[src/rtl/microsequencer_if.sv]
// Bus between the microsequencer, the IR/microcode ROM, the ALU flags and
// the control decoder. The master side is the microsequencer itself.
interface microsequencer_if #(
    parameter int OPCODE_W = 8,
    parameter int TSTATE_W = 3
);
    logic [OPCODE_W-1:0]          opcode;
    logic [OPCODE_W+TSTATE_W-1:0] ucode_addr;
    logic [15:0]                  ucode_data;
    logic [15:0]                  uinstr;
    logic [TSTATE_W-1:0]          tstate;
    logic                         flag_c;
    logic                         flag_z;
    logic                         flag_gt;
    logic                         flag_lt;
    logic                         pc_load;
    logic                         dev_ready;
    logic                         resume;
    logic                         halted;

    modport master (
        input  opcode, ucode_data, flag_c, flag_z, flag_gt, flag_lt,
               dev_ready, resume,
        output ucode_addr, uinstr, tstate, pc_load, halted
    );

    modport slave (
        output opcode, ucode_data, flag_c, flag_z, flag_gt, flag_lt,
               dev_ready, resume,
        input  ucode_addr, uinstr, tstate, pc_load, halted
    );
endinterface

[src/rtl/microsequencer.sv]
// Microcode sequencer: T-state counter, ROM address formation, conditional
// jump strobe, device-transfer stall and HALT handling.
// Optional feature macro: MICROSEQ_STALL_EN (WAIT state on DI/DO until
// dev_ready). Without it DI/DO words advance in one cycle.
module microsequencer #(
    parameter int OPCODE_W = 8,
    parameter int TSTATE_W = 3
) (
    input  logic             clk,
    input  logic             reset,
    microsequencer_if.master bus
);
    typedef enum logic [1:0] {S_BOOT, S_RUN, S_WAIT, S_HALT} state_t;

    state_t              state_q, state_d;
    logic [TSTATE_W-1:0] tstate_q, tstate_d;

    logic [15:0] d;
    logic        rt, dio, hlt, jump, stall_req, advance;
    logic [15:0] uinstr_c;
    logic        pc_load_c, halted_c;

    // Field decode of the current ROM word
    always_comb begin
        d    = bus.ucode_data;
        rt   = d[15] & d[11];
        dio  = (d[15] & (d[14:12] == 3'd6)) | (d[8:6] == 3'd6);
        hlt  = (d[8:6] == 3'd7);
        jump = (d[5] & bus.flag_c) | (d[4] & bus.flag_z) |
               (d[3] & bus.flag_gt) | (d[2] & bus.flag_lt);
    end

`ifdef MICROSEQ_STALL_EN
    assign stall_req = dio & ~bus.dev_ready;
    logic unused_bits;
    assign unused_bits = ^{d[10:9], d[1:0]};
`else
    // DI/DO are decoded but never stall in this build
    assign stall_req = 1'b0;
    logic unused_bits;
    assign unused_bits = ^{d[10:9], d[1:0], dio, bus.dev_ready};
`endif

    // Next state, T-state advance and per-state outputs
    always_comb begin
        state_d   = state_q;
        tstate_d  = tstate_q;
        uinstr_c  = 16'h0000;
        pc_load_c = 1'b0;
        halted_c  = 1'b0;
        advance   = 1'b0;
        case (state_q)
            S_BOOT: begin
                state_d  = S_RUN;
                tstate_d = '0;
            end
            S_RUN: begin
                uinstr_c = d;
                if (stall_req) state_d = S_WAIT;
                else           advance = 1'b1;
            end
`ifdef MICROSEQ_STALL_EN
            S_WAIT: begin
                // Address held, so the device strobes stay asserted
                uinstr_c = d;
                if (bus.dev_ready) advance = 1'b1;
            end
`endif
            S_HALT: begin
                halted_c = 1'b1;
                tstate_d = '0;
                if (bus.resume) state_d = S_RUN;
            end
            default: begin
                state_d  = S_BOOT;
                tstate_d = '0;
            end
        endcase
        // Common advance path; a stalled HLT word lands here after the stall
        if (advance) begin
            pc_load_c = jump;
            if (hlt) begin
                state_d  = S_HALT;
                tstate_d = '0;
            end else begin
                state_d  = S_RUN;
                if (rt || (&tstate_q)) tstate_d = '0;
                else                   tstate_d = tstate_q + TSTATE_W'(1);
            end
        end
    end

    // State and T-state registers
    always_ff @(posedge clk or posedge reset) begin
        if (reset) begin
            state_q  <= S_BOOT;
            tstate_q <= '0;
        end else begin
            state_q  <= state_d;
            tstate_q <= tstate_d;
        end
    end

    assign bus.ucode_addr = {bus.opcode, tstate_q};
    assign bus.tstate     = tstate_q;
    assign bus.uinstr     = uinstr_c;
    assign bus.pc_load    = pc_load_c;
    assign bus.halted     = halted_c;
endmodule

[src/flat_wrapper.sv]
// flat-port wrapper written by rule: the top's interface ports become plain ports
module microsequencer_flat 
#(
    parameter int OPCODE_W = 8,
    parameter int TSTATE_W = 3
)
  (clk, reset, bus_opcode, bus_ucode_data, bus_flag_c, bus_flag_z, bus_flag_gt, bus_flag_lt, bus_dev_ready, bus_resume, bus_ucode_addr, bus_uinstr, bus_tstate, bus_pc_load, bus_halted);
  microsequencer_if #(.OPCODE_W(OPCODE_W), .TSTATE_W(TSTATE_W)) bus_i ();
  input  logic clk;
  input  logic reset;
  input wire logic [$bits(bus_i.opcode)-1:0] bus_opcode;
  input wire logic [$bits(bus_i.ucode_data)-1:0] bus_ucode_data;
  input wire logic [$bits(bus_i.flag_c)-1:0] bus_flag_c;
  input wire logic [$bits(bus_i.flag_z)-1:0] bus_flag_z;
  input wire logic [$bits(bus_i.flag_gt)-1:0] bus_flag_gt;
  input wire logic [$bits(bus_i.flag_lt)-1:0] bus_flag_lt;
  input wire logic [$bits(bus_i.dev_ready)-1:0] bus_dev_ready;
  input wire logic [$bits(bus_i.resume)-1:0] bus_resume;
  output wire logic [$bits(bus_i.ucode_addr)-1:0] bus_ucode_addr;
  output wire logic [$bits(bus_i.uinstr)-1:0] bus_uinstr;
  output wire logic [$bits(bus_i.tstate)-1:0] bus_tstate;
  output wire logic [$bits(bus_i.pc_load)-1:0] bus_pc_load;
  output wire logic [$bits(bus_i.halted)-1:0] bus_halted;
  assign bus_i.opcode = bus_opcode;
  assign bus_i.ucode_data = bus_ucode_data;
  assign bus_i.flag_c = bus_flag_c;
  assign bus_i.flag_z = bus_flag_z;
  assign bus_i.flag_gt = bus_flag_gt;
  assign bus_i.flag_lt = bus_flag_lt;
  assign bus_i.dev_ready = bus_dev_ready;
  assign bus_i.resume = bus_resume;
  assign bus_ucode_addr = bus_i.ucode_addr;
  assign bus_uinstr = bus_i.uinstr;
  assign bus_tstate = bus_i.tstate;
  assign bus_pc_load = bus_i.pc_load;
  assign bus_halted = bus_i.halted;
  microsequencer #(.OPCODE_W(OPCODE_W), .TSTATE_W(TSTATE_W)) u_core (.clk(clk), .reset(reset), .bus(bus_i));
endmodule
[config.mk]
export PLATFORM = sky130hd
export DESIGN_NAME = microsequencer_flat
export DESIGN_NICKNAME = d
export VERILOG_FILES = /design/src/rtl/microsequencer_if.sv /design/src/rtl/microsequencer.sv /design/src/flat_wrapper.sv
export SDC_FILE = /design/constraint.sdc
export NUM_CORES = 1
export LEC_CHECK = 0
export ABC_AREA = 1
export CAP_MARGIN = 20
export CORE_MARGIN = 3
export CORE_UTILIZATION = 22
export DETAILED_ROUTE_END_ITERATION = 12
export HOLD_SLACK_MARGIN = 0.02
export PLACE_DENSITY = 0.86
export SLEW_MARGIN = 15
export SYNTH_ARGS = -nofsm -noshare
export SYNTH_HDL_FRONTEND = slang
export SYNTH_SLANG_ARGS = --single-unit
export TNS_END_PERCENT = 1
[constraint.sdc]
create_clock -name clk -period 1.1 [get_ports clk]
set_input_delay 0.11 -clock clk [delete_from_list [all_inputs] [get_ports clk]]
set_output_delay 0.11 -clock clk [all_outputs]
set_load 0.02 [all_outputs]
==> flow_summary.ini, run 1 <==
[synth]
synth_edf_count = 0
synth_top_area_cell = dfrtp_1
postSynthCellCount = 79
ys_seq_area_frac = 0.258
async_flop_share = 1.00
syn-num-nets = 113
syn-cell-area_um2 = 485
synth_commonest_cells = inv_1 (21), nor2_1 (21), buf_4 (11), nand2_1 (11), dfrtp_1 (5)
yosys_warnings = 0
synth_seq_cells = 5
syn_avg_cell_area_um2 = 6.15
yosysTopAreaCellShare = 0.258
yosys-top-cells-area = dfrtp_1 (26%), buf_4 (17%), inv_1 (16%), nor2_1 (16%), nand2_1 (8.5%)
netlist-cell-type-count = 13
synthFlopType = dfrtp_1

[sta]
tightest_slew_ns = 0.206
final_hold_viol_count = 0
fin_skew_ns = 0.00153
period_minus_slack_ns = 1.21
max-slew-margin-rel = 0.863
finalSetupViolations = 17
fin_crit_sh = 1.10
worst_slack_ns = -0.109
fin_setup_tns_ns = -1.74
report.final.slew_viol_count = 0
rsz0062_at_grt = yes
max_freq_mhz = 827

[clock_tree]
post_cts_buffers = 0
clock_tree.root_cell = clkbuf_4
cts_buffer_depth = 2
cts_hold_buf = 0
cts_tree = yes
cts_buffers = 3
cts.sinks = 5
clk_pin_slew_ns = 0.04
insertion_delay_ns = 0.25
htreeDepth = 1

[floorplan]
die_w_um = 53.0
die_area_um2 = 2810
core_area_um2 = 2020
num_rows = 16
die_h_um = 53.0
start_util = 0.240
io_pins = 64

[min_path]
hp-class = input port to asynchronous set/reset pin

[status]
status = finished, violations left
violations = negative setup slack

[route]
wl_per_cell_um = 9.67
drc = 0
drt_iter0_drc = 7
vias_per_cell = 3.87
vias = 580
routed_wl_mm = 1.45
drtPass1Iterations = 5
postRouteAntennaNets = 0

[worst_setup_path]
r2r-start = u_core.bus.tstate[0]
worst_setup_path_start_kind = flop
worstSetupPathType = flop to output port
reg2reg_depth = 5
worstSetupStartpoint = u_core.state_q[1]
arrival_ns = 1.10
crit_required_ns = 0.99
crit_path_end = bus_uinstr[9]
cp_max_fo = 10
end_kind = output port
r2r_setup_slack_ns = 0.03
r2r-end = u_core.bus.tstate[1]

[global_routing]
grt_max_degree = 11
grt_use_total = 0.121
grt_pass1_vias = 587
grt_pass1_wl_mm = 2.46
antenna_found_initial = 0
overflow = 0

[finish]
drive_gt1_frac = 0.317
post-route-util = 0.454
n_antenna_cell = 0
num-nets-final = 158
fillers = 205
area_growth_pct = 88.9

[pwr]
power_leakage_nw = 0.519
power_density_nw_per_um2 = 1070
max-vdd-ir-drop_uv = 475

[place]
gp_congestion = 0.631
port_buffers = 46
dp_hpwl_mm = 1.14

[run]
cap_violations = 0
[layout make-up]
class	instances	area, um2	share of cell area
multi-input combinational	41	205	0.224
clock buffer	4	26.3	0.0286
inverter	22	82.6	0.0900
timing repair buffer	51	440	0.480
tap	27	33.8	0.0368
sequential	5	129	0.141
[what timing repair did]
item,CTS,global route
setup endpoints to repair,24,27
gates resized for setup,99,9
pin swaps,3,1
gates cloned,1,0
[report_power, final]
part	switching (mW)	total [mW]	internal, mW
clock	0.0760	0.213	0.137
combinational	0.278	0.529	0.250
sequential	0.0233	0.239	0.216
total	0.378	0.981	0.603
[per-layer routing]
metal	track usage	vias to the layer above	wire [um]
li1	-	297	-
met1	0.120	248	505
met2	0.225	31	793
met3	0.0310	4	125
met4	0.0681	0	27
met5	0	-	0
[layout by cell type (no fill, tap or decap), types with 3 or more instances in the layout]
| master | instances |
|---|---|
| clkbuf_4 | 3 |
| nand2_1 | 11 |
| clkdlybuf4s15_1 | 4 |
| clkdlybuf4s50_1 | 22 |
| inv_1 | 20 |
| nor2_1 | 20 |
| buf_4 | 22 |
| dfrtp_2 | 3 |
[flip-flops by register name, summed over array words and instances (netlist names)]
register / count
u_core.bus.tstate: 3
u_core.state_q: 2
[cells by family after synthesis]
logic type | synth area share
compound gates | 0.0103
fa+ha+maj | 0.0515
buf+inv | 0.363
flops | 0.258
simple gates | 0.317
[critical path, stage by stage, from the launching register on]
cell	delay, ns
dfrtp_1	0.38
inv_2	0.11
nand2_4	0.11
nor2_1	0.11
buf_4	0.15
[stage by stage]
stage	instances	cell area (um2)	hold slack (ns)	setup slack, ns	power [mW]
3_5_place_dp	145	928	0.220	-0.446	0.823
3_3_place_gp	145	928	0.220	-0.418	0.807
2_1_floorplan	79	490	-0.112	0.00346	0.579
6_report	150	917	0.0638	-0.109	0.981
4_1_cts	150	912	0.0767	-0.132	0.989
5_1_grt	150	917	0.0842	-0.200	1.06
[worst min-delay path by stage]
stage                  start                   end  slack, ns  cells after the start
2_1_floorplan          reset  u_core.bus.tstate[2]      -0.11                      1
5_1_grt                reset  u_core.bus.tstate[2]       0.08                      2
4_1_cts                reset  u_core.bus.tstate[2]       0.08                      2
6_report               reset  u_core.bus.tstate[2]       0.06                      2
3_5_place_dp   bus_opcode[7]    bus_ucode_addr[10]       0.22                      0
3_3_place_gp   bus_opcode[7]    bus_ucode_addr[10]       0.22                      0
No activity file was read; power rests on OpenSTA's default activity.
==> run 2: changes to the inputs <==
--- a/config.mk
+++ b/config.mk
@@ -12,6 +12,7 @@
 export DETAILED_ROUTE_END_ITERATION = 12
 export HOLD_SLACK_MARGIN = 0.02
 export PLACE_DENSITY = 0.86
+export SKIP_CTS_REPAIR_TIMING = 1
 export SLEW_MARGIN = 15
 export SYNTH_ARGS = -nofsm -noshare
 export SYNTH_HDL_FRONTEND = slang
==> flow_summary.ini, run 2 (synthesis results as in run 1) <==
[sta]
worst_slack_ns = -0.130
report.final.slew_viol_count = 0
fin_skew_ns = 0.00196
max-slew-margin-rel = 0.845
hold_slack_ns = 0.0671
final_hold_viol_count = 0
period_minus_slack_ns = 1.23
tightest_slew_ns = 0.232
fin_crit_sh = 1.12
max_freq_mhz = 813
rsz0062_at_grt = yes
fin_setup_tns_ns = -1.71
finalSetupViolations = 17

[global_routing]
overflow = 0
grt_max_degree = 20
met1_usage = 0.115
antenna_found_initial = 0
grt_use_total = 0.113
grt_use_met2 = 0.200
grt_pass1_wl_mm = 2.33
top_usage_layer = met2
met3_usage = 0.0338
grt_pass1_vias = 574

[floorplan]
io_pins = 64
num_rows = 16
die_w_um = 53.0
die_area_um2 = 2810
start_util = 0.240
core_area_um2 = 2020
die_h_um = 53.0

[finish]
drive_gt1_frac = 0.298
largest_reg_flops = 3
num-nets-final = 159
final_cells = 151
n_antenna_cell = 0
layout_common_cells = clkdlybuf4s50_1 (22), buf_4 (22), nor2_1 (21)
fin_area_um2 = 945
post-route-util = 0.467
area_growth_pct = 94.6

[status]
status = finished, violations left
violations = negative setup slack

[worst_setup_path]
end_kind = output port
arrival_ns = 1.12
cp_max_fo = 10
worstSetupPathType = flop to output port
r2r_setup_slack_ns = 0.03
crit_required_ns = 0.99
worst_setup_path_start_kind = flop

[place]
port_buffers = 46
gp_congestion = 0.631
dp.cells = 145
dp_hpwl_mm = 1.14
dp_slack_ns = -0.446
post_dp_cell_area_um2 = 928

[clock_tree]
cts_tree = yes
htreeDepth = 1
insertion_delay_ns = 0.24
clock_tree.root_cell = clkbuf_4
clk_pin_slew_ns = 0.04
cts_buffers = 3
cts.sinks = 5
cts_buffer_depth = 2

[pwr]
power_leakage_nw = 0.606
finalPower_mw = 1.00
power_density_nw_per_um2 = 1060
max-vdd-ir-drop_uv = 496

[min_path]
hp-class = input port to asynchronous set/reset pin

[run]
cap_violations = 0

[route]
vias = 577
drc = 0
drt_iter0_drc = 7
vias_per_cell = 3.82
routed_wl_mm = 1.46
wl_per_cell_um = 9.64
drtPass1Iterations = 4
postRouteAntennaNets = 0
-- run 2: changes by cell type in the layout (fill, tap and decap cells not counted), sizes merged --
cell,delta
buf,-1
clkdlybuf4s15,-4
dlymetal6s2s,+6
-- run 2: final timing paths --
check                                startpoint                    to  cells past startpoint
max                           u_core.state_q[1]        bus_uinstr[13]                      4
min                                       reset  u_core.bus.tstate[2]                      2
max reg2reg                u_core.bus.tstate[0]  u_core.bus.tstate[1]                      5
min reg2reg                u_core.bus.tstate[0]  u_core.bus.tstate[0]                      3
max in group asynchronous                 reset     u_core.state_q[0]                      2
min in group clk                  bus_opcode[3]     bus_ucode_addr[6]                      0
-- run 2: final cells by class --
type | instances | area (um2)
Inverter | 22 | 82.6
Timing Repair Buffer | 52 | 470
Sequential cell | 5 | 129
Tap cell | 27 | 33.8
Multi-Input combinational cell | 41 | 203
Fill cell | 205 | 1080
Clock buffer | 4 | 26.3
-- run 2: where the power goes --
group	internal [mW]	leakage [nW]	total, mW	switching, mW
combinational	0.274	0.533	0.554	0.280
clock	0.137	0.0150	0.210	0.0734
sequential	0.216	0.0582	0.237	0.0214
total	0.627	0.606	1.00	0.375
-- run 2: critical path, stage by stage, from the launching register on --
cell and delay, ns:
dfrtp_1 0.38, inv_2 0.11, nand2_4 0.11, nor2_1 0.11, clkbuf_2 0.17
-- run 2: per-layer routing --
metal,vias up,routed length [um]
met1,245,511
met3,2,142
met2,31,784
met5,-,0
li1,299,-
met4,0,17
==> run 3: changes to the inputs <==
--- a/config.mk
+++ b/config.mk
@@ -8,10 +8,10 @@
 export ABC_AREA = 1
 export CAP_MARGIN = 20
 export CORE_MARGIN = 3
-export CORE_UTILIZATION = 22
+export CORE_UTILIZATION = 24
 export DETAILED_ROUTE_END_ITERATION = 12
 export HOLD_SLACK_MARGIN = 0.02
-export PLACE_DENSITY = 0.86
+export PLACE_DENSITY = 0.89
 export SKIP_CTS_REPAIR_TIMING = 1
 export SLEW_MARGIN = 15
 export SYNTH_ARGS = -nofsm -noshare
==> constraint.sdc (replaced) <==
create_clock -name clk -period 1.25 [get_ports clk]
set_input_delay 0.125 -clock clk [delete_from_list [all_inputs] [get_ports clk]]
set_output_delay 0.125 -clock clk [all_outputs]
set_load 0.05 [all_outputs]
==> flow_summary.ini, run 3 (synthesis results as in run 1) <==
[sta]
max_freq_mhz = 764
max-slew-margin-rel = 0.845
period_minus_slack_ns = 1.31
final_hold_viol_count = 0
fin_skew_ns = 0.000814
report.final.slew_viol_count = 0
tightest_slew_ns = 0.232
rsz0062_at_grt = yes
fin_crit_sh = 1.05
finalSetupViolations = 17
worst_slack_ns = -0.0587

[clock_tree]
cts_tree = yes
insertion_delay_ns = 0.24
clk_pin_slew_ns = 0.04
cts_buffers = 3
cts_buffer_depth = 2
cts.sinks = 5
htreeDepth = 1
clock_tree.root_cell = clkbuf_4

[route]
wl_per_cell_um = 12.6
routed_wl_mm = 1.82
drc = 0
postRouteAntennaNets = 0
drtPass1Iterations = 4
vias = 596
vias_per_cell = 4.11
drt_iter0_drc = 11

[finish]
area_growth_pct = 163
largest_reg_flops = 3
n_antenna_cell = 0
post-route-util = 0.700
layout_common_cells = buf_12 (24), clkdlybuf4s50_1 (22), inv_1 (19)
layout_commonest_cell = buf_12
final_cells = 145
fillers = 134
drive_gt1_frac = 0.442
num-nets-final = 155

[worst_setup_path]
r2r-start = u_core.bus.tstate[1]
crit_required_ns = 1.12
worstSetupPathType = flop to output port
cpPeakStageDelay_ns = 0.40
reg2reg_depth = 5
cp_slowest_cell = dfrtp_1
end_kind = output port
worst-path-stages = 4
cp_max_fo = 10
path_delay_family = flip-flops
cp_cell_sequence = inv_4 -> nand2_8 -> nor2_2 -> buf_12
path_buf_inv = 2
r2r-end = u_core.bus.tstate[2]
arrival_ns = 1.18
worst_setup_path_start_kind = flop
r2r_setup_slack_ns = 0.16

[pwr]
power_leakage_nw = 0.619
power_density_nw_per_um2 = 1130
p_int_mw = 0.807
power_frac_comb = 0.726
max-vdd-ir-drop_uv = 548
switchingPower_mw = 0.639
seqPwrFrac = 0.147
switching_share = 0.442
p_clk_frac = 0.128
finalPower_mw = 1.45

[floorplan]
core_area_um2 = 1820
io_pins = 64
die_h_um = 51.0
start_util = 0.267
die_area_um2 = 2600
num_rows = 15
die_w_um = 51.0

[global_routing]
grt_pass1_wl_mm = 2.45
grt_max_degree = 20
grt_pass1_vias = 609
overflow = 0
grt_use_total = 0.129
antenna_found_initial = 0

[status]
violations = negative setup slack
status = finished, violations left

[place]
dp_slack_ns = -0.0120
port_buffers = 46
gp_congestion = 0.669
dp_hpwl_mm = 1.43
dp.cells = 140

[run]
cap_violations = 0

[min_path]
hp-class = input port to asynchronous set/reset pin
run 3: worst max-delay path by stage:
stage / endpoint / start / slack (ns)
3_5_place_dp: bus_pc_load / bus_ucode_data[3] / -0.01
3_3_place_gp: bus_pc_load / bus_ucode_data[3] / 0.05
2_1_floorplan: bus_uinstr[0] / u_core.state_q[1] / -0.19
4_1_cts: bus_pc_load / u_core.state_q[1] / -0.17
6_report: bus_uinstr[6] / u_core.state_q[1] / -0.06
5_1_grt: bus_uinstr[8] / u_core.state_q[1] / -0.14
run 3: power by group through the flow:
stage	clock network, mW	logic, mW	registers [mW]
floorplan	0	0.469	0.285
global placement	0	0.977	0.211
detailed placement	0	0.993	0.214
CTS	0.190	0.995	0.212
global route	0.208	1.09	0.215
finish	0.185	1.05	0.212
run 3: per-layer routing:
| layer | global-route usage | vias up | wire [um] |
|---|---|---|---|
| met3 | 0.0700 | 2 | 256 |
| met5 | 0 | - | 0 |
| met2 | 0.247 | 39 | 945 |
| li1 | - | 294 | - |
| met4 | 0.0538 | 0 | 11 |
| met1 | 0.106 | 261 | 609 |
run 3: area by class of cell:
cell class / instances / area [um2] / share of cell area
repair buffers: 48 / 716 / 0.561
flip-flops and latches: 5 / 126 / 0.0991
clock buffers: 4 / 26.3 / 0.0206
well taps: 25 / 31.3 / 0.0245
inverters: 22 / 85.1 / 0.0667
multi-input cells: 41 / 290 / 0.228
run 3: per-stage QoR:
stage / hold slack [ns] / setup TNS (ns) / cell area, um2
2_1_floorplan: -0.0965 / -2.59 / 485
3_3_place_gp: 0.250 / 0 / 1140
3_5_place_dp: 0.250 / -0.0120 / 1140
4_1_cts: 0.0904 / -2.29 / 1160
5_1_grt: 0.104 / -1.92 / 1270
6_report: 0.0967 / -0.814 / 1270
